**config.mk**
```make
export PLATFORM = sky130hd
export DESIGN_NAME = vedic_mul_seq_ctrl
export DESIGN_NICKNAME = d
export VERILOG_FILES = /design/src/rtl/vedic_mul_seq_ctrl.sv
export SDC_FILE = /design/constraint.sdc
export NUM_CORES = 1
export LEC_CHECK = 0
export CORE_ASPECT_RATIO = 0.9
export CORE_MARGIN = 3
export CORE_UTILIZATION = 30
export CTS_BUF_LIST = sky130_fd_sc_hd__clkbuf_16
export CTS_CLUSTER_DIAMETER = 200
export DETAILED_ROUTE_END_ITERATION = 7
export PLACE_DENSITY_LB_ADDON = 0.25
export SYNTH_ARGS = -nofsm -noshare
export SYNTH_HDL_FRONTEND = slang
export SYNTH_SLANG_ARGS = --single-unit
```
**constraint.sdc**
```tcl
create_clock -name clk -period 5.15 [get_ports clk]
set_clock_uncertainty 0.15 [all_clocks]
set_input_delay 1.03 -clock clk [delete_from_list [all_inputs] [get_ports clk]]
set_output_delay 1.03 -clock clk [all_outputs]
set_load 0.05 [all_outputs]
```
**src/rtl/vedic_mul_seq_ctrl.sv**
```systemverilog
// ---------------------------------------------------------------------------
// vedic_mul_2x2
//   Two-bit by two-bit unsigned multiplier built the Vedic way: the vertical
//   and crosswise terms are combined with half adders. This is purely
//   combinational.
//   Ports:
//     a [1:0]  multiplicand digit
//     b [1:0]  multiplier digit
//     p [3:0]  a*b
// ---------------------------------------------------------------------------
module vedic_mul_2x2 (
  input  logic [1:0] a,
  input  logic [1:0] b,
  output logic [3:0] p
);

  logic cross_hi;
  logic cross_lo;
  logic vert_hi;
  logic carry1;

  assign cross_hi = a[1] & b[0];
  assign cross_lo = a[0] & b[1];
  assign vert_hi  = a[1] & b[1];

  // Half adder on the two crosswise terms.
  assign carry1 = cross_hi & cross_lo;

  // Half adder folds that carry into the upper vertical term.
  assign p[0] = a[0] & b[0];
  assign p[1] = cross_hi ^ cross_lo;
  assign p[2] = vert_hi ^ carry1;
  assign p[3] = vert_hi & carry1;

endmodule

// ---------------------------------------------------------------------------
// vedic_mul_seq_ctrl
//   WIDTH x WIDTH unsigned multiplier that time-shares a single 2x2 Vedic
//   core. The operands are split into N = WIDTH/2 two-bit digits. One digit
//   pair is multiplied per cycle. Each partial product is shifted into place
//   and added to a 2*WIDTH-bit accumulator. An operation takes N*N CALC
//   cycles with no early exit.
//   WIDTH must be even and >= 4.
//   Ports:
//     clk        rising-edge clock
//     rst        synchronous, active-high reset
//     in_valid   operand pair on a/b is valid
//     in_ready   high in IDLE only; the operands are accepted on
//                in_valid & in_ready
//     a, b       unsigned operands [WIDTH-1:0]
//     out_valid  high in DONE; product holds the final result
//     out_ready  consumer accepts the product (handshake in DONE)
//     product    accumulator value [2*WIDTH-1:0]; meaningful with out_valid
//     busy       high in CALC or DONE
// ---------------------------------------------------------------------------
module vedic_mul_seq_ctrl #(
  parameter int WIDTH = 8
) (
  input  logic                 clk,
  input  logic                 rst,
  input  logic                 in_valid,
  output logic                 in_ready,
  input  logic [WIDTH-1:0]     a,
  input  logic [WIDTH-1:0]     b,
  output logic                 out_valid,
  input  logic                 out_ready,
  output logic [2*WIDTH-1:0]   product,
  output logic                 busy
);

  localparam int N  = WIDTH / 2;
  localparam int NN = N * N;
  localparam int PW = 2 * WIDTH;
  localparam int KW = (NN > 1) ? $clog2(NN) : 1;
  localparam int IW = (N > 1) ? $clog2(N) : 1;

  localparam logic [KW-1:0] K_LAST = KW'(NN - 1);
  localparam logic [IW-1:0] I_LAST = IW'(N - 1);

  typedef enum logic [1:0] {
    IDLE = 2'd0,
    CALC = 2'd1,
    DONE = 2'd2
  } state_t;

  state_t           state_reg, state_next;
  logic [WIDTH-1:0] a_reg, a_next;
  logic [WIDTH-1:0] b_reg, b_next;
  logic [PW-1:0]    acc_reg, acc_next;
  logic [KW-1:0]    k_reg, k_next;
  // i and j track k mod N and k div N directly, so no divider is needed
  // when N is not a power of two.
  logic [IW-1:0]    i_reg, i_next;
  logic [IW-1:0]    j_reg, j_next;

  // Digit views of the captured operands.
  logic [1:0] a_dig [N];
  logic [1:0] b_dig [N];

  genvar gi;
  generate
    for (gi = 0; gi < N; gi++) begin : g_digit
      assign a_dig[gi] = a_reg[2*gi+1 : 2*gi];
      assign b_dig[gi] = b_reg[2*gi+1 : 2*gi];
    end
  endgenerate

  // Shared core. It is fed straight from the digit muxes with no pipeline
  // stage, so each partial product lands in the accumulator in its own
  // cycle.
  logic [1:0] core_a;
  logic [1:0] core_b;
  logic [3:0] core_p;

  assign core_a = a_dig[i_reg];
  assign core_b = b_dig[j_reg];

  vedic_mul_2x2 u_core (
    .a (core_a),
    .b (core_b),
    .p (core_p)
  );

  // Digit pair (i, j) has weight 4^(i+j). This gives a shift of 2*(i+j).
  logic [IW:0]   digit_sum;
  logic [IW+1:0] shamt;
  logic [PW-1:0] pp_shifted;

  assign digit_sum  = {1'b0, i_reg} + {1'b0, j_reg};
  assign shamt      = {digit_sum, 1'b0};
  assign pp_shifted = PW'(core_p) << shamt;

  // Next-state and datapath logic.
  always_comb begin
    state_next = state_reg;
    a_next     = a_reg;
    b_next     = b_reg;
    acc_next   = acc_reg;
    k_next     = k_reg;
    i_next     = i_reg;
    j_next     = j_reg;

    case (state_reg)
      IDLE: begin
        if (in_valid) begin
          a_next     = a;
          b_next     = b;
          acc_next   = '0;
          k_next     = '0;
          i_next     = '0;
          j_next     = '0;
          state_next = CALC;
        end
      end

      CALC: begin
        // The sum cannot exceed (2^WIDTH-1)^2, so no carry out is lost.
        acc_next = acc_reg + pp_shifted;
        if (k_reg == K_LAST) begin
          state_next = DONE;
        end else begin
          k_next = k_reg + KW'(1);
          if (i_reg == I_LAST) begin
            i_next = '0;
            j_next = j_reg + IW'(1);
          end else begin
            i_next = i_reg + IW'(1);
          end
        end
      end

      DONE: begin
        // Operands offered here are ignored. A new accept can only happen
        // from IDLE, one cycle later.
        if (out_ready) begin
          state_next = IDLE;
        end
      end

      default: begin
        state_next = IDLE;
      end
    endcase
  end

  always_ff @(posedge clk) begin
    if (rst) begin
      state_reg <= IDLE;
      a_reg     <= '0;
      b_reg     <= '0;
      acc_reg   <= '0;
      k_reg     <= '0;
      i_reg     <= '0;
      j_reg     <= '0;
    end else begin
      state_reg <= state_next;
      a_reg     <= a_next;
      b_reg     <= b_next;
      acc_reg   <= acc_next;
      k_reg     <= k_next;
      i_reg     <= i_next;
      j_reg     <= j_next;
    end
  end

  assign in_ready  = (state_reg == IDLE);
  assign out_valid = (state_reg == DONE);
  assign busy      = (state_reg != IDLE);
  assign product   = acc_reg;

endmodule

```
# [Word level (Yosys, flattened, before mapping)]
# Index checks and enable logic that the tools add are counted.
[totals] output_inout_bits=19 in_bits=20 wordCells=64 reg_bits=42
[op_classes] muxes=22 bitwise=10 reduce_logical=8 n_shift=1 n_eq_ne=9 add_sub_neg=5 n_lt_le_gt_ge=2
[op_table] cell="16-bit one-hot mux with 2 select lines" n=1
[op_table] cell="2-bit 2-to-1 mux" n=12
[op_table] cell="16-bit adder" n=1
[op_table] cell="16-bit 2-to-1 mux" n=1
[op_table] cell="4-bit by 4-bit << shifter with 16-bit output" n=1
[op_table] cell="2-bit binary-select mux with 2-bit select" n=2
[op_table] cell="4-bit 2-to-1 mux" n=2
[op_table] cell="2-bit != test (second input constant)" n=4
[op_table] cell="2-bit one-hot mux with 2 select lines" n=2
[op_table] cell="4-bit one-hot mux with 2 select lines" n=1
[op_table] cell="1-bit AND" n=6
[op_table] cell="3-bit greater-or-equal comparator (second input constant)" n=2
[op_table] cell="2-bit inverter with 3-bit output" n=2
[op_table] cell="2-bit one-hot mux with 3 select lines" n=1
[op_table] cell="3-bit AND reduction" n=2
[op_table] cell="2-bit by 1-bit adder with 2-bit output (second input constant)" n=2
[op_table] cell="4-bit by 1-bit adder with 4-bit output (second input constant)" n=1
[op_table] cell="2-bit == test (second input constant)" n=2
[op_table] cell="4-bit == test (second input constant)" n=1
[op_table] cell="2-bit AND reduction" n=2
[op_table] cell="4-bit AND reduction" n=1
[op_table] cell="2-bit nonzero test" n=2
[op_table] cell="2-bit by 2-bit adder with 3-bit output" n=1
[op_table] cell="2-bit by 1-bit == test with 1-bit output (second input constant)" n=1
[op_table] cell="other kinds (3)" n=4

# [Logic depth before layout (Yosys ltp)]
# Gate-level depths: netlist of the first run.
[logic_depth] depth_word=10 ltp_mapped=15 ltp_nobuf=14

# [Modules after synthesis]
# Synthesis of the first run repeated with hierarchy kept, for this count alone.
[unflattened] cells_unflattened=346 area_unflattened_um2=2706.3
[modules_own_cells] mod="vedic_mul_seq_ctrl" instances=1 area_each_um2=2656.3 cells_each=340
[modules_own_cells] mod="vedic_mul_2x2" instances=1 area_each_um2=50.0 cells_each=6

# [Worst setup path after synthesis of the first run]
# Ideal clock, no wire load.
[synth_path] path_kind="reg-to-reg" startpoint="register j_reg[0]" endpoint="register acc_reg[15] (netlist: product[15])" synth_period_minus_slack_ps=3768 setup_time_ps=73 t_arrival_ps=3545 path_stages_with_launch=15 t_required_ps=4927 slack_ps=1382 path_cell_list="dfxtp_1 -> mux4_2 -> and2_1 -> ha_1 -> ha_1 -> and2b_1 -> a31oi_1 -> nor2_1 -> ha_1 -> a21oi_1 -> o21ai_1 -> a221oi_2 -> a21oi_1 -> or4b_1 -> o211ai_2"
[synth_via] elab_chain_cells=10
[synth_rtl] item="start: declaration" line="95" rtl="logic [IW-1:0] j_reg, j_next;"
[synth_rtl] item="start signal: assignment" line="203" rtl="j_reg <= j_next;"
[synth_rtl] item="2-bit inverter with 3-bit output (not written as such)" line="117" rtl="assign core_b = b_dig[j_reg];"
[synth_rtl] item="2-bit binary-select mux with 2-bit select" line="117"
[synth_rtl] item="2-bit 2-to-1 mux (not written as such) (2 in series)" line="117"
[synth_rtl] item="1-bit AND, on equally long branches" line="22, 23"
[synth_rtl] item="1-bit AND" line="27" rtl="assign carry1 = cross_hi & cross_lo;"
[synth_rtl] item="1-bit bitwise XOR or 1-bit AND (tied branches)" line="32, 33"
[synth_rtl] item="4-bit by 4-bit << shifter with 16-bit output (*)" line="132" rtl="assign pp_shifted = PW'(core_p) << shamt;"
[synth_rtl] item="16-bit adder (*)" line="159" rtl="acc_next = acc_reg + pp_shifted;"
[synth_rtl] item="16-bit one-hot mux with 2 select lines (*)" line="144" rtl="case (state_reg)"
[synth_rtl] item="end signal: assignment" line="200" rtl="acc_reg <= acc_next;"
[synth_rtl] item="end: declaration" line="90" rtl="logic [PW-1:0] acc_reg, acc_next;"
# Every way passes the cells marked *; elsewhere a longest branch is shown, timed or not. The select of a mux whose other input is x is not followed.
# A chain may end at the register's enable or synchronous reset.

# [Final worst setup path of the first run]
[layout_path] startpoint="register i_reg[0]" endpoint="register acc_reg[15] (netlist: product[15])"
[layout_via] elab_chain_cells=10
[layout_rtl] item="start: declaration" line="94" rtl="logic [IW-1:0] i_reg, i_next;"
[layout_rtl] item="start signal: assignment" line="202" rtl="i_reg <= i_next;"
[layout_rtl] item="2-bit inverter with 3-bit output (not written as such)" line="116" rtl="assign core_a = a_dig[i_reg];"
[layout_rtl] item="2-bit binary-select mux with 2-bit select" line="116"
[layout_rtl] item="2-bit 2-to-1 mux (not written as such) (2 in series)" line="116"
[layout_rtl] item="1-bit AND, on equally long branches" line="22, 23"
[layout_rtl] item="1-bit AND" line="27"
[layout_rtl] item="1-bit bitwise XOR or 1-bit AND (tied branches)" line="32, 33"
[layout_rtl] item="4-bit by 4-bit << shifter with 16-bit output (*)" line="132"
[layout_rtl] item="16-bit adder (*)" line="159"
[layout_rtl] item="16-bit one-hot mux with 2 select lines (*)" line="144"
# Marked as above.

==> results of run 1 <==
-- cells by family (layout without fill, tap and decap cells) --
kind of cell / count (synthesis) / after routing
compound gates: 84 / 84
flops: 42 / 42
buf+inv: 24 / 55
xor+xnor: 11 / 11
simple gates: 146 / 146
fa+ha+maj: 22 / 22
mux: 8 / 8
-- power by group --
part	internal, µW	switching (µW)	leakage [µW]
clock network	182	144	0.0000704
logic	31.3	39.7	0.000894
registers	334	7.57	0.000341
total	548	191	0.00131
-- worst max-delay path, delay by kind of cell (launching register included) --
family / cells / cell delay, ns
compound gates: 6 / 1.11
simple gates: 4 / 0.92
fa+ha+maj: 3 / 0.84
flops: 1 / 0.47
mux: 1 / 0.57
-- final cells by class --
cell class                      instances  area share
Timing Repair Buffer                   39       0.117
Clock buffer                            5      0.0377
Tap cell                              119      0.0448
Inverter                                8     0.00904
Sequential cell                        42       0.253
Clock inverter                          3     0.00754
Multi-Input combinational cell        271       0.531
-- worst min-delay path by stage --
stage / cells past startpoint / endpoint / slack (ns) / start
after global routing: 2 / b_reg[7] / 0.32 / b_reg[7]
after global placement: 2 / b_reg[1] / 0.30 / b_reg[1]
final: 2 / a_reg[5] / 0.30 / a_reg[5]
after detailed placement: 2 / a_reg[3] / 0.30 / a_reg[3]
after CTS: 2 / a_reg[3] / 0.31 / a_reg[3]
after floorplan: 2 / a_reg[3] / 0.28 / a_reg[3]
-- layer usage --
layer  part of all wire  vias up
li1                   -     1258
met1               0.51     1114
met2               0.45       45
met3              0.036        4
met4             0.0077        0
met5                  0        -
-- cells in the final DEF (no fill, tap or decap), drive strengths merged, types with 6 or more instances in the layout --
cell type	synthesis	layout
nand2	60	60
dfxtp	42	42
clkdlybuf4s50	0	38
a21oi	34	34
nor2	28	28
ha	20	20
o21ai	14	14
nand3	11	11
inv	8	9
and3	7	7
xor2	7	7
nand2b	6	6
a31oi	6	6
nor3	6	6
and2	6	6
-- per-stage QoR --
| step | power (µW) | util |
|---|---|---|
| final | 739 | 0.380 |
| after global routing | 773 | 0.380 |
| after CTS | 752 | 0.380 |
| after detailed placement | 421 | 0.363 |
| after global placement | 421 | 0.363 |
| after floorplan | 396 | - |
==> impl_results.html, run 1 <==
<table>
<tr><th>Metric</th><th>Value</th></tr>
<tr><th colspan="2">Worst setup path</th></tr>
<tr><td>Worst reg2reg path depth</td><td>14</td></tr>
<tr><td>Delay contributed by the slowest stage of the critical path</td><td>0.57 ns</td></tr>
<tr><td>Cell breakdown of the critical path</td><td>mux4_2 &gt; and2_1 &gt; ha_1 &gt; ha_1 &gt; and2b_1 &gt; a31oi_1 &gt; nor2_1 &gt; ha_1 &gt; a21oi_1 &gt; o21ai_1 &gt; a221oi_2 &gt; a21oi_1 &gt; or4b_1 &gt; o211ai_2</td></tr>
<tr><td>Launching instance or port of the critical path</td><td>i_reg[0]</td></tr>
<tr><td>End of the worst register-to-register path</td><td>product[15]</td></tr>
<tr><td>Startpoint type of the worst setup path</td><td>register</td></tr>
<tr><td>Worst path slowest cell</td><td>sky130_fd_sc_hd__mux4_2</td></tr>
<tr><td>Worst r2r src</td><td>i_reg[0]</td></tr>
<tr><td>Type of the worst setup path</td><td>reg -&gt; reg</td></tr>
<tr><td>R2r setup slk</td><td>1.01 ns</td></tr>
<tr><td>Cell with the most instances on the worst path</td><td>sky130_fd_sc_hd__ha_1</td></tr>
<tr><td>Destination of the critical timing path</td><td>product[15]</td></tr>
<tr><td>Largest fanout of any net on the critical path</td><td>7</td></tr>
<tr><td>Worst endpoint data arrival time</td><td>4.21 ns</td></tr>
<tr><td>Worst setup EP type</td><td>register</td></tr>
<tr><td>Required time of the critical path</td><td>5.22 ns</td></tr>
<tr><th colspan="2">Global route</th></tr>
<tr><td>Wire length of the first global-routing pass</td><td>11100 µm</td></tr>
<tr><td>Initial antenna violation count</td><td>0</td></tr>
<tr><td>Vias in the first global route</td><td>2372</td></tr>
<tr><td>Total global routing overflow</td><td>0</td></tr>
<tr><td>GR Util met1</td><td>0.178</td></tr>
<tr><td>Busiest grt layer</td><td>met2</td></tr>
<tr><td>Met3 capacity usage during global routing</td><td>0.0260</td></tr>
<tr><td>GR met2 Demand/Resource</td><td>0.208</td></tr>
<tr><td>Overall global routing resource usage</td><td>0.129</td></tr>
<tr><td>Largest net degree at the start of global routing</td><td>36</td></tr>
<tr><th colspan="2">Timing</th></tr>
<tr><td>Minimum clock period</td><td>4.14 ns</td></tr>
<tr><td>Final hold violation count</td><td>0</td></tr>
<tr><td>Hold Worst Slack</td><td>0.305 ns</td></tr>
<tr><td>Final total negative setup slack</td><td>0 ns</td></tr>
<tr><td>Final setup violation count</td><td>0</td></tr>
<tr><td>Unrepaired setup endpoints after global routing</td><td>false</td></tr>
<tr><td>Fmax</td><td>242 MHz</td></tr>
<tr><td>Worst-case setup margin in the final layout</td><td>1.01 ns</td></tr>
<tr><td>Fin. max-slew vios</td><td>0</td></tr>
<tr><td>Post-route clock period utilization</td><td>0.804</td></tr>
<tr><td>Least-Margin Pin Slew</td><td>0.873 ns</td></tr>
<tr><td>Slew headroom</td><td>0.417</td></tr>
<tr><th colspan="2">Final layout</th></tr>
<tr><td>Final layout net count</td><td>409</td></tr>
<tr><td>Register cell area after layout</td><td>841 µm²</td></tr>
<tr><td>Number of flip-flops in the largest register</td><td>16</td></tr>
<tr><td>Multi-input combinational cell area</td><td>1760 µm²</td></tr>
<tr><td># fillers</td><td>963</td></tr>
<tr><td>Cell area after layout</td><td>3320 µm²</td></tr>
<tr><td>Layout area overhead</td><td>21.0%</td></tr>
<tr><td>Inserted Diodes</td><td>0</td></tr>
<tr><td>Layout Cells excl Fill</td><td>487</td></tr>
<tr><td>Share of final-layout standard cells stronger than drive strength 1</td><td>0.0679</td></tr>
<tr><th colspan="2">Place</th></tr>
<tr><td>Total placed instance area</td><td>3170 µm²</td></tr>
<tr><td>Dpl hpwl</td><td>4970 µm</td></tr>
<tr><td>Global placement routability congestion</td><td>0.862</td></tr>
<tr><td>Placed cell count</td><td>479</td></tr>
<tr><td>Pre-CTS setup slack</td><td>0.992 ns</td></tr>
<tr><td>IO Port Bufs</td><td>38</td></tr>
<tr><th colspan="2">Status</th></tr>
<tr><td>Status</td><td>finished, final reports clean</td></tr>
<tr><th colspan="2">Clocking</th></tr>
<tr><td>Clock buffers created by TritonCTS</td><td>5</td></tr>
<tr><td>Setup Buffers After CTS</td><td>0</td></tr>
<tr><td>Root cell of the clock tree</td><td>sky130_fd_sc_hd__clkbuf_16</td></tr>
<tr><td>CTS clock-pin slew for the worst setup and hold paths</td><td>0.07 ns</td></tr>
<tr><td>Source-to-sink clock delay at the later pin of the worst-skew pair</td><td>0.29 ns</td></tr>
<tr><td>Clock tree from TritonCTS</td><td>done</td></tr>
<tr><td>Clock tree buffer depth</td><td>2</td></tr>
<tr><td>Hold bufs inserted after CTS</td><td>0</td></tr>
<tr><td>Gates resized, CTS repair</td><td>0</td></tr>
<tr><td>Deepest level of the CTS H-tree</td><td>2</td></tr>
<tr><td># clock sinks</td><td>42</td></tr>
<tr><th colspan="2">Die</th></tr>
<tr><td>Die width</td><td>107 µm</td></tr>
<tr><td>Number of top-level pins</td><td>39</td></tr>
<tr><td>Core Footprint</td><td>8730 µm²</td></tr>
<tr><td>Overall die area</td><td>10300 µm²</td></tr>
<tr><td>Die height</td><td>96.7 µm</td></tr>
<tr><td>Placement Rows</td><td>32</td></tr>
<tr><td>Initial standard-cell utilization of the core</td><td>0.314</td></tr>
<tr><th colspan="2">Power</th></tr>
<tr><td>Pwr/cell area</td><td>223 nW/µm²</td></tr>
<tr><td>Maximum resistive drop on vdd</td><td>122 µV</td></tr>
<tr><td>Reported leakage power</td><td>0.00131 µW</td></tr>
<tr><th colspan="2">Synth</th></tr>
<tr><td>Post-Synth Adder-Cell Area</td><td>0.106</td></tr>
<tr><td>Mean instance size in the synthesized netlist</td><td>8.14 µm²</td></tr>
<tr><td>Synth unique cells</td><td>58</td></tr>
<tr><td>Largest cells by area after synthesis</td><td>sky130_fd_sc_hd__dfxtp_1 (31%), sky130_fd_sc_hd__ha_1 (9.1%), sky130_fd_sc_hd__nand2_1 (8.1%)</td></tr>
<tr><td>#FFs+latches synth</td><td>42</td></tr>
<tr><td>Dominant cell by count in the synthesized netlist</td><td>sky130_fd_sc_hd__nand2_1</td></tr>
<tr><td>Main combinational cell family by area after synthesis</td><td>simple AND/OR/NAND/NOR gates</td></tr>
<tr><td>Synthesized-area fraction occupied by xor and xnor cells</td><td>0.0351</td></tr>
<tr><td>Post-synthesis sequential area ratio</td><td>0.306</td></tr>
<tr><td>Gate count of the mapped netlist</td><td>337</td></tr>
<tr><td>Library cell occupying the most area in the post-synthesis netlist</td><td>sky130_fd_sc_hd__dfxtp_1</td></tr>
<tr><td>Dominant synthesized flop cell</td><td>sky130_fd_sc_hd__dfxtp_1</td></tr>
<tr><td>Share of Yosys cell area claimed by the top area cell type</td><td>0.306</td></tr>
<tr><td>Post-synth top cells</td><td>sky130_fd_sc_hd__nand2_1 (59), sky130_fd_sc_hd__dfxtp_1 (42), sky130_fd_sc_hd__a21oi_1 (33), sky130_fd_sc_hd__nor2_1 (28), sky130_fd_sc_hd__ha_1 (20)</td></tr>
<tr><td>Post-synth EDFFs</td><td>0</td></tr>
<tr><td>Share of async-settable or async-resettable flops after synthesis</td><td>0</td></tr>
<tr><td>Net Count, Synth</td><td>379</td></tr>
<tr><td>Post-synthesis instance area</td><td>2740 µm²</td></tr>
<tr><td>Fraction of the mapped netlist area in compound gates</td><td>0.199</td></tr>
<tr><td>Portion of netlist area occupied by mux cells</td><td>0.0479</td></tr>
<tr><td>Synth Area in Simple Gates</td><td>0.254</td></tr>
<tr><td>Number of synthesis warnings</td><td>0</td></tr>
<tr><th colspan="2">Routing</th></tr>
<tr><td>Aggregate routed wire length</td><td>6630 µm</td></tr>
<tr><td>Average via count per standard cell</td><td>4.97</td></tr>
<tr><td>Count of nets left with antenna violations after detail routing</td><td>0</td></tr>
<tr><td>Routed vias</td><td>2421</td></tr>
<tr><td>Iter 0 DRT Violations</td><td>104</td></tr>
<tr><td>Number of iterations in the first detailed-routing pass</td><td>4</td></tr>
<tr><td>Remaining routing DRC violations</td><td>0</td></tr>
<tr><td>Routed wirelength normalized by instance count</td><td>13.6 µm</td></tr>
<tr><th colspan="2">Run</th></tr>
<tr><td>Number of max-cap violations</td><td>0</td></tr>
<tr><th colspan="2">Worst hold path</th></tr>
<tr><td>Hold/Removal Path Class</td><td>reg -&gt; reg</td></tr>
</table>
No activity file was read; power rests on OpenSTA's default activity.
==> run 2: changes to the inputs <==
Clock period 5.15 ns to 3.61 ns, I/O delays scaled along.
==> run 2 against run 1 <==
Count of clock-buffer cells in the layout is the same. The run now ends with negative setup slack left. Combinational power grew 66%. First-iteration DRC count shrank 6.7%. Sequential power grew 42%. Die area is the same. Final cell count grew 7.6%. Global-route usage grew 0.86 points. Critical endpoint unchanged. Highest routed layer unchanged.
==> impl_results.html, run 2 (synthesized netlist as in run 1, its figures left out) <==
<table>
<tr><th>Metric</th><th>Value</th></tr>
<tr><th colspan="2">Status</th></tr>
<tr><td>Status</td><td>finished, violations left (was finished, final reports clean)</td></tr>
<tr><td>Violations in the final reports</td><td>negative setup slack</td></tr>
<tr><th colspan="2">Worst setup path</th></tr>
<tr><td>Worst path slowest cell</td><td>sky130_fd_sc_hd__or4b_4 (was sky130_fd_sc_hd__mux4_2)</td></tr>
<tr><td>End of the worst register-to-register path</td><td>product[15] (unchanged)</td></tr>
<tr><td>Largest fanout of any net on the critical path</td><td>3 (was 7)</td></tr>
<tr><td>Cell with the most instances on the worst path</td><td>sky130_fd_sc_hd__ha_4 (was sky130_fd_sc_hd__ha_1)</td></tr>
<tr><td>Cell breakdown of the critical path</td><td>mux4_2 &gt; and2_4 &gt; ha_4 &gt; ha_4 &gt; and2b_2 &gt; a31oi_4 &gt; buf_6 &gt; nor3_2 &gt; ha_1 &gt; nand2_1 &gt; nor2_1 &gt; a221oi_2 &gt; a21oi_2 &gt; or4b_4 &gt; o211ai_2 (was mux4_2 &gt; and2_1 &gt; ha_1 &gt; ha_1 &gt; and2b_1 &gt; a31oi_1 &gt; nor2_1 &gt; ha_1 &gt; a21oi_1 &gt; o21ai_1 &gt; a221oi_2 &gt; a21oi_1 &gt; or4b_1 &gt; o211ai_2)</td></tr>
<tr><td>Destination of the critical timing path</td><td>product[15] (unchanged)</td></tr>
<tr><td>Launching instance or port of the critical path</td><td>j_reg[0] (was i_reg[0])</td></tr>
<tr><td>R2r setup slk</td><td>-0.007 ns (was 1.01 ns)</td></tr>
<tr><td>Worst setup EP type</td><td>register (unchanged)</td></tr>
<tr><td>Startpoint type of the worst setup path</td><td>register (unchanged)</td></tr>
<tr><td>Worst reg2reg path depth</td><td>15 (was 14)</td></tr>
<tr><td>Worst endpoint data arrival time</td><td>3.69 ns (was 4.21 ns)</td></tr>
<tr><td>Required time of the critical path</td><td>3.68 ns (was 5.22 ns)</td></tr>
<tr><td>Worst r2r src</td><td>j_reg[0] (was i_reg[0])</td></tr>
<tr><td>Delay contributed by the slowest stage of the critical path</td><td>0.52 ns (was 0.57 ns)</td></tr>
<tr><td>Type of the worst setup path</td><td>reg -&gt; reg (unchanged)</td></tr>
<tr><th colspan="2">Die</th></tr>
<tr><td>Core Footprint</td><td>8730 µm² (unchanged)</td></tr>
<tr><td>Initial standard-cell utilization of the core</td><td>0.314 (unchanged)</td></tr>
<tr><td>Die height</td><td>96.7 µm (unchanged)</td></tr>
<tr><td>Number of top-level pins</td><td>39 (unchanged)</td></tr>
<tr><td>Die width</td><td>107 µm (unchanged)</td></tr>
<tr><td>Placement Rows</td><td>32 (unchanged)</td></tr>
<tr><td>Overall die area</td><td>10300 µm² (unchanged)</td></tr>
<tr><th colspan="2">Routing</th></tr>
<tr><td>Routed vias</td><td>2605 (was 2421)</td></tr>
<tr><td>Routed wirelength normalized by instance count</td><td>14.0 µm (was 13.6 µm)</td></tr>
<tr><td>Remaining routing DRC violations</td><td>0 (unchanged)</td></tr>
<tr><td>Iter 0 DRT Violations</td><td>97 (was 104)</td></tr>
<tr><td>Count of nets left with antenna violations after detail routing</td><td>0 (unchanged)</td></tr>
<tr><td>Number of iterations in the first detailed-routing pass</td><td>4 (unchanged)</td></tr>
<tr><td>Average via count per standard cell</td><td>4.97 (about the same)</td></tr>
<tr><td>Aggregate routed wire length</td><td>7340 µm (was 6630 µm)</td></tr>
<tr><th colspan="2">Final layout</th></tr>
<tr><td>Final core area utilization</td><td>0.439 (was 0.380)</td></tr>
<tr><td>Most common cell after layout, fill and taps aside</td><td>sky130_fd_sc_hd__nand2_1 (unchanged)</td></tr>
<tr><td>Inserted Diodes</td><td>0 (unchanged)</td></tr>
<tr><td>Share of final-layout standard cells stronger than drive strength 1</td><td>0.242 (was 0.0679)</td></tr>
<tr><td>Cell area after layout</td><td>3830 µm² (was 3320 µm²)</td></tr>
<tr><td># fillers</td><td>934 (was 963)</td></tr>
<tr><td>Layout area overhead</td><td>39.8% (was 21.0%)</td></tr>
<tr><td>Number of flip-flops in the largest register</td><td>16 (unchanged)</td></tr>
<tr><td>Leading cell types in the layout, fill and taps excluded</td><td>sky130_fd_sc_hd__nand2_1 (59), sky130_fd_sc_hd__dfxtp_1 (39), sky130_fd_sc_hd__clkdlybuf4s50_1 (38) (was sky130_fd_sc_hd__nand2_1 (59), sky130_fd_sc_hd__dfxtp_1 (42), sky130_fd_sc_hd__clkdlybuf4s50_1 (38))</td></tr>
<tr><td>Final layout net count</td><td>446 (was 409)</td></tr>
<tr><td>Layout Cells excl Fill</td><td>524 (was 487)</td></tr>
<tr><th colspan="2">Place</th></tr>
<tr><td>Total placed instance area</td><td>3470 µm² (was 3170 µm²)</td></tr>
<tr><td>Dpl hpwl</td><td>5530 µm (was 4970 µm)</td></tr>
<tr><td>Placed cell count</td><td>512 (was 479)</td></tr>
<tr><td>Global placement routability congestion</td><td>0.864 (was 0.862)</td></tr>
<tr><td>IO Port Bufs</td><td>38 (unchanged)</td></tr>
<tr><th colspan="2">Timing</th></tr>
<tr><td>Least-Margin Pin Slew</td><td>0.630 ns (was 0.873 ns)</td></tr>
<tr><td>Final setup violation count</td><td>1 (was 0)</td></tr>
<tr><td>Fmax</td><td>276 MHz (was 242 MHz)</td></tr>
<tr><td>Hold Worst Slack</td><td>0.306 ns (was 0.305 ns)</td></tr>
<tr><td>Post-route clock period utilization</td><td>1.00 (was 0.804)</td></tr>
<tr><td>Worst-case setup margin in the final layout</td><td>-0.00673 ns (was 1.01 ns)</td></tr>
<tr><td>Final hold violation count</td><td>0 (unchanged)</td></tr>
<tr><td>Unrepaired setup endpoints after global routing</td><td>true (was false)</td></tr>
<tr><td>Fin. max-slew vios</td><td>0 (unchanged)</td></tr>
<tr><td>Minimum clock period</td><td>3.62 ns (was 4.14 ns)</td></tr>
<tr><td>Slew headroom</td><td>0.579 (was 0.417)</td></tr>
<tr><th colspan="2">Power</th></tr>
<tr><td>Maximum resistive drop on vdd</td><td>187 µV (was 122 µV)</td></tr>
<tr><td>Pwr/cell area</td><td>280 nW/µm² (was 223 nW/µm²)</td></tr>
<tr><td>Reported leakage power</td><td>0.00149 µW (was 0.00131 µW)</td></tr>
<tr><th colspan="2">Clocking</th></tr>
<tr><td># clock sinks</td><td>42 (unchanged)</td></tr>
<tr><td>Root cell of the clock tree</td><td>sky130_fd_sc_hd__clkbuf_16 (unchanged)</td></tr>
<tr><td>Deepest level of the CTS H-tree</td><td>2 (unchanged)</td></tr>
<tr><td>Source-to-sink clock delay at the later pin of the worst-skew pair</td><td>0.29 ns (about the same)</td></tr>
<tr><td>Clock buffers created by TritonCTS</td><td>5 (unchanged)</td></tr>
<tr><td>Clock tree from TritonCTS</td><td>done (unchanged)</td></tr>
<tr><td>Clock tree buffer depth</td><td>2 (unchanged)</td></tr>
<tr><td>Hold bufs inserted after CTS</td><td>0 (unchanged)</td></tr>
<tr><td>CTS clock-pin slew for the worst setup and hold paths</td><td>0.07 ns (about the same)</td></tr>
<tr><th colspan="2">Global route</th></tr>
<tr><td>Largest net degree at the start of global routing</td><td>21 (was 36)</td></tr>
<tr><td>Vias in the first global route</td><td>2578 (was 2372)</td></tr>
<tr><td>Wire length of the first global-routing pass</td><td>11800 µm (was 11100 µm)</td></tr>
<tr><td>Total global routing overflow</td><td>0 (unchanged)</td></tr>
<tr><td>Initial antenna violation count</td><td>0 (unchanged)</td></tr>
<tr><td>Overall global routing resource usage</td><td>0.138 (was 0.129)</td></tr>
<tr><th colspan="2">Worst hold path</th></tr>
<tr><td>Hold/Removal Path Class</td><td>reg -&gt; reg (unchanged)</td></tr>
<tr><td>Hold Startpoint</td><td>a_reg[6] (was a_reg[5])</td></tr>
<tr><th colspan="2">Run</th></tr>
<tr><td>Number of max-cap violations</td><td>0 (unchanged)</td></tr>
</table>
-- run 2: worst min-delay path by stage --
stage / end / slack, ns / cells after the start
6_report: a_reg[6] / 0.31 / 2
5_1_grt: b_reg[2] / 0.33 / 2
4_1_cts: a_reg[6] / 0.31 / 2
3_5_place_dp: a_reg[6] / 0.30 / 2
3_3_place_gp: a_reg[6] / 0.29 / 2
2_1_floorplan: a_reg[3] / 0.28 / 2
-- run 2: critical path: cells and delay by family, from the launching register on --
family,cells,cell delay [ns]
mux,1,0.50
simple gates,6,1.07
buf+inv,1,0.13
compound gates,4,0.65
flops,1,0.36
fa+ha+maj,3,0.69
-- run 2: layout make-up --
| cell class | instances | area [µm²] | area share |
|---|---|---|---|
| multi-input combinational | 271 | 1980 | 0.516 |
| timing repair buffer | 76 | 678 | 0.177 |
| clock inverter | 3 | 25.0 | 0.00653 |
| sequential | 42 | 850 | 0.222 |
| clock buffer | 5 | 125 | 0.0326 |
| tap | 119 | 149 | 0.0388 |
| inverter | 8 | 30.0 | 0.00783 |
-- run 2: where the power goes --
group,switching (µW),internal (µW),total (µW)
clock network,210,261,470
logic,63.3,54.5,118
registers,9.50,476,486
-- run 2: repair_timing --
item / CTS / global route
pin swaps: 12 / 13
gates resized for setup: 7 / 32
endpoints found under the setup margin: 4 / 10
setup buffers: 2 / 3
-- run 2: through the flow --
step	setup TNS (ns)	total power [µW]	worst slack (ns)
after floorplan	-0.00113	566	-0.00113
after global placement	-0.0296	609	-0.0296
after detailed placement	-0.233	611	-0.110
after CTS	-0.0529	1090	-0.0529
after global routing	-0.252	1120	-0.144
final	-0.00673	1070	-0.00673
-- run 2: metal layers --
| layer | part of all wire | vias to the layer above | global-route usage |
|---|---|---|---|
| li1 | - | 1333 | - |
| met1 | 0.47 | 1217 | 0.184 |
| met2 | 0.48 | 49 | 0.233 |
| met3 | 0.040 | 6 | 0.0267 |
| met4 | 0.0079 | 0 | 0.0275 |
| met5 | 0 | - | 0 |
==> run 3: changes to the inputs <==
Settings changed: CORE_MARGIN 3 to not set.
==> run 3 against run 2 <==
The flow still finishes with violations (negative setup slack). Sequential cell count did not move. First-iteration DRC count rose by 4.1%. Power barely moved. Sequential share of layout area rose by 0.55 points. Critical path type unchanged.
==> impl_results.html, run 3 (synthesized netlist as in run 1, its figures left out) <==
<table>
<tr><th>Metric</th><th>Value</th></tr>
<tr><th colspan="2">Worst setup path</th></tr>
<tr><td>Worst path slowest cell</td><td>sky130_fd_sc_hd__or4b_4 (unchanged)</td></tr>
<tr><td>Critical path's top delay family</td><td>simple AND/OR/NAND/NOR gates (unchanged)</td></tr>
<tr><td>Worst reg2reg path depth</td><td>15 (unchanged)</td></tr>
<tr><td>Largest fanout of any net on the critical path</td><td>3 (unchanged)</td></tr>
<tr><td>Required time of the critical path</td><td>3.68 ns (about the same)</td></tr>
<tr><td>Worst setup EP type</td><td>register (unchanged)</td></tr>
<tr><td>Type of the worst setup path</td><td>reg -&gt; reg (unchanged)</td></tr>
<tr><td>Number of buffers and inverters on the critical path</td><td>1 (unchanged)</td></tr>
<tr><td>Worst endpoint data arrival time</td><td>3.78 ns (was 3.69 ns)</td></tr>
<tr><td>Delay contributed by the slowest stage of the critical path</td><td>0.54 ns (was 0.52 ns)</td></tr>
<tr><td>Cell breakdown of the critical path</td><td>mux4_2 &gt; and2_4 &gt; ha_4 &gt; ha_4 &gt; and2b_1 &gt; a31oi_2 &gt; buf_4 &gt; nor2_2 &gt; ha_1 &gt; o211ai_1 &gt; o211ai_2 &gt; nand4_1 &gt; a21oi_2 &gt; or4b_4 &gt; o211ai_2 (was mux4_2 &gt; and2_4 &gt; ha_4 &gt; ha_4 &gt; and2b_2 &gt; a31oi_4 &gt; buf_6 &gt; nor3_2 &gt; ha_1 &gt; nand2_1 &gt; nor2_1 &gt; a221oi_2 &gt; a21oi_2 &gt; or4b_4 &gt; o211ai_2)</td></tr>
<tr><td>R2r setup slk</td><td>-0.10 ns (was -0.007 ns)</td></tr>
<tr><td>Startpoint type of the worst setup path</td><td>register (unchanged)</td></tr>
<tr><td>Count of cell instances traversed by the critical path</td><td>15 (unchanged)</td></tr>
<tr><th colspan="2">Power</th></tr>
<tr><td>Reported leakage power</td><td>0.00150 µW (was 0.00149 µW)</td></tr>
<tr><td>Total design power</td><td>1070 µW (about the same)</td></tr>
<tr><td>Pwr/cell area</td><td>287 nW/µm² (was 280 nW/µm²)</td></tr>
<tr><td>Maximum resistive drop on vdd</td><td>217 µV (was 187 µV)</td></tr>
<tr><th colspan="2">Global route</th></tr>
<tr><td>Vias in the first global route</td><td>2469 (was 2578)</td></tr>
<tr><td>Largest net degree at the start of global routing</td><td>35 (was 21)</td></tr>
<tr><td>Wire length of the first global-routing pass</td><td>11500 µm (was 11800 µm)</td></tr>
<tr><td>Initial antenna violation count</td><td>0 (unchanged)</td></tr>
<tr><td>Total global routing overflow</td><td>0 (unchanged)</td></tr>
<tr><td>Overall global routing resource usage</td><td>0.154 (was 0.138)</td></tr>
<tr><th colspan="2">Routing</th></tr>
<tr><td>WL met2</td><td>3410 µm (was 3550 µm)</td></tr>
<tr><td>Aggregate routed wire length</td><td>7200 µm (was 7340 µm)</td></tr>
<tr><td>Average via count per standard cell</td><td>4.95 (was 4.97)</td></tr>
<tr><td>Routed vias</td><td>2577 (was 2605)</td></tr>
<tr><td>Routed met3 length</td><td>303 µm (was 295 µm)</td></tr>
<tr><td>Highest layer used for signal routing</td><td>met4 (unchanged)</td></tr>
<tr><td>Sum of routed wire segments on met1</td><td>3440 µm (was 3430 µm)</td></tr>
<tr><td>Iter 0 DRT Violations</td><td>101 (was 97)</td></tr>
<tr><td>Remaining routing DRC violations</td><td>0 (unchanged)</td></tr>
<tr><td>Number of iterations in the first detailed-routing pass</td><td>4 (unchanged)</td></tr>
<tr><td>Count of nets left with antenna violations after detail routing</td><td>0 (unchanged)</td></tr>
<tr><td>Routed wirelength normalized by instance count</td><td>13.8 µm (was 14.0 µm)</td></tr>
<tr><th colspan="2">Worst hold path</th></tr>
<tr><td>Cells on Worst Hold Path</td><td>2 (unchanged)</td></tr>
<tr><td>Hold/Removal Path Class</td><td>reg -&gt; reg (unchanged)</td></tr>
<tr><th colspan="2">Clocking</th></tr>
<tr><td>Clock tree from TritonCTS</td><td>done (unchanged)</td></tr>
<tr><td>Source-to-sink clock delay at the later pin of the worst-skew pair</td><td>0.28 ns (was 0.29 ns)</td></tr>
<tr><td>Clock buffers created by TritonCTS</td><td>5 (unchanged)</td></tr>
<tr><td>Clock tree buffer depth</td><td>2 (unchanged)</td></tr>
<tr><td>Deepest level of the CTS H-tree</td><td>2 (unchanged)</td></tr>
<tr><td>Root cell of the clock tree</td><td>sky130_fd_sc_hd__clkbuf_16 (unchanged)</td></tr>
<tr><td>Hold bufs inserted after CTS</td><td>0 (unchanged)</td></tr>
<tr><td>CTS clock-pin slew for the worst setup and hold paths</td><td>0.07 ns (about the same)</td></tr>
<tr><td># clock sinks</td><td>42 (unchanged)</td></tr>
<tr><th colspan="2">Die</th></tr>
<tr><td>Die width</td><td>103 µm (was 107 µm)</td></tr>
<tr><td>Placement Rows</td><td>32 (unchanged)</td></tr>
<tr><td>Overall die area</td><td>9530 µm² (was 10300 µm²)</td></tr>
<tr><td>Die height</td><td>92.7 µm (was 96.7 µm)</td></tr>
<tr><td>Number of top-level pins</td><td>39 (unchanged)</td></tr>
<tr><td>Core Footprint</td><td>8730 µm² (unchanged)</td></tr>
<tr><td>Initial standard-cell utilization of the core</td><td>0.314 (unchanged)</td></tr>
<tr><th colspan="2">Final layout</th></tr>
<tr><td>Number of flip-flops in the largest register</td><td>16 (unchanged)</td></tr>
<tr><td>Most common cell after layout, fill and taps aside</td><td>sky130_fd_sc_hd__nand2_1 (unchanged)</td></tr>
<tr><td>Final layout net count</td><td>443 (was 446)</td></tr>
<tr><td>Leading cell types in the layout, fill and taps excluded</td><td>sky130_fd_sc_hd__nand2_1 (59), sky130_fd_sc_hd__dfxtp_1 (39), sky130_fd_sc_hd__clkdlybuf4s50_1 (38) (unchanged)</td></tr>
<tr><td>Layout area overhead</td><td>36.4% (was 39.8%)</td></tr>
<tr><td>Share of final-layout standard cells stronger than drive strength 1</td><td>0.221 (was 0.242)</td></tr>
<tr><td>Inserted Diodes</td><td>0 (unchanged)</td></tr>
<tr><th colspan="2">Timing</th></tr>
<tr><td>Fmax</td><td>269 MHz (was 276 MHz)</td></tr>
<tr><td>Final total negative setup slack</td><td>-0.150 ns (was -0.00673 ns)</td></tr>
<tr><td>Post-route clock period utilization</td><td>1.03 (was 1.00)</td></tr>
<tr><td>Fin. max-slew vios</td><td>0 (unchanged)</td></tr>
<tr><td>Least-Margin Pin Slew</td><td>0.631 ns (was 0.630 ns)</td></tr>
<tr><td>Final hold violation count</td><td>0 (unchanged)</td></tr>
<tr><td>Unrepaired setup endpoints after global routing</td><td>true (unchanged)</td></tr>
<tr><td>Slew headroom</td><td>0.579 (about the same)</td></tr>
<tr><td>Minimum clock period</td><td>3.71 ns (was 3.62 ns)</td></tr>
<tr><td>Final setup violation count</td><td>3 (was 1)</td></tr>
<tr><td>Worst-case setup margin in the final layout</td><td>-0.102 ns (was -0.00673 ns)</td></tr>
<tr><th colspan="2">Place</th></tr>
<tr><td>IO Port Bufs</td><td>38 (unchanged)</td></tr>
<tr><td>Global placement routability congestion</td><td>0.892 (was 0.864)</td></tr>
<tr><td>Dpl hpwl</td><td>5320 µm (was 5530 µm)</td></tr>
<tr><th colspan="2">Status</th></tr>
<tr><td>Status</td><td>finished, violations left (unchanged)</td></tr>
<tr><td>Violations in the final reports</td><td>negative setup slack (unchanged)</td></tr>
<tr><th colspan="2">Run</th></tr>
<tr><td>Number of max-cap violations</td><td>0 (unchanged)</td></tr>
</table>
run 3: cell types whose count changed in the layout (fill, tap and decap cells not counted), moves of 2 or more:
cell / delta
sky130_fd_sc_hd__ha_4: -3
sky130_fd_sc_hd__buf_6: -4
sky130_fd_sc_hd__nor2_2: -2
sky130_fd_sc_hd__nor2_1: +2
sky130_fd_sc_hd__ha_1: +3
sky130_fd_sc_hd__o21ai_0: -2
run 3: tightest hold or removal path: cells and delay by family (launching register included):
kind,cells,cell delay [ns]
DFF,1,0.31
and+or+nand+nor,1,0.05
AOI/OAI and AO/OA,1,0.05
run 3: path summary, 6_finish.rpt:
path            start          end
max          j_reg[0]  product[15]
min          a_reg[1]     a_reg[1]
max reg2reg  j_reg[0]  product[15]
min reg2reg  a_reg[1]     a_reg[1]
run 3: stage by stage:
| stage | instances | setup slack, ns | hold slack (ns) | area, µm² | utilization |
|---|---|---|---|---|---|
| floorplan | 337 | -0.00113 | 0.283 | 2800 | - |
| global placement | 510 | -0.0971 | 0.293 | 3460 | 0.396 |
| detailed placement | 510 | -0.146 | 0.296 | 3460 | 0.396 |
| CTS | 519 | -0.0683 | 0.305 | 3640 | 0.417 |
| global route | 521 | -0.257 | 0.320 | 3740 | 0.429 |
| finish | 521 | -0.102 | 0.303 | 3740 | 0.429 |
run 3: area by class of cell:
class	instances	area, µm²
Clock buffer	5	125
Fill cell	905	4990
Clock inverter	3	25.0
Tap cell	119	149
Sequential cell	42	850
Timing Repair Buffer	73	641
Multi-Input combinational cell	271	1920
Inverter	8	30.0
run 3: repair_timing:
item	CTS	global route
buffers inserted	1	3
endpoints found under the setup margin	8	11
pin swaps	1	21
gates resized for setup	6	23
run 3: report_power, final:
group          internal, µW  leakage (µW)  switching [µW]
logic                  53.1       0.00108            62.1
clock network           261     0.0000704             212
registers               476      0.000343            9.58
run 3: layer usage:
metal | vias to the layer above | global-route usage
met1 | 1203 | 0.203
met2 | 49 | 0.261
met3 | 4 | 0.0257
met4 | 0 | 0.0352
met5 | - | 0
li1 | 1321 | -
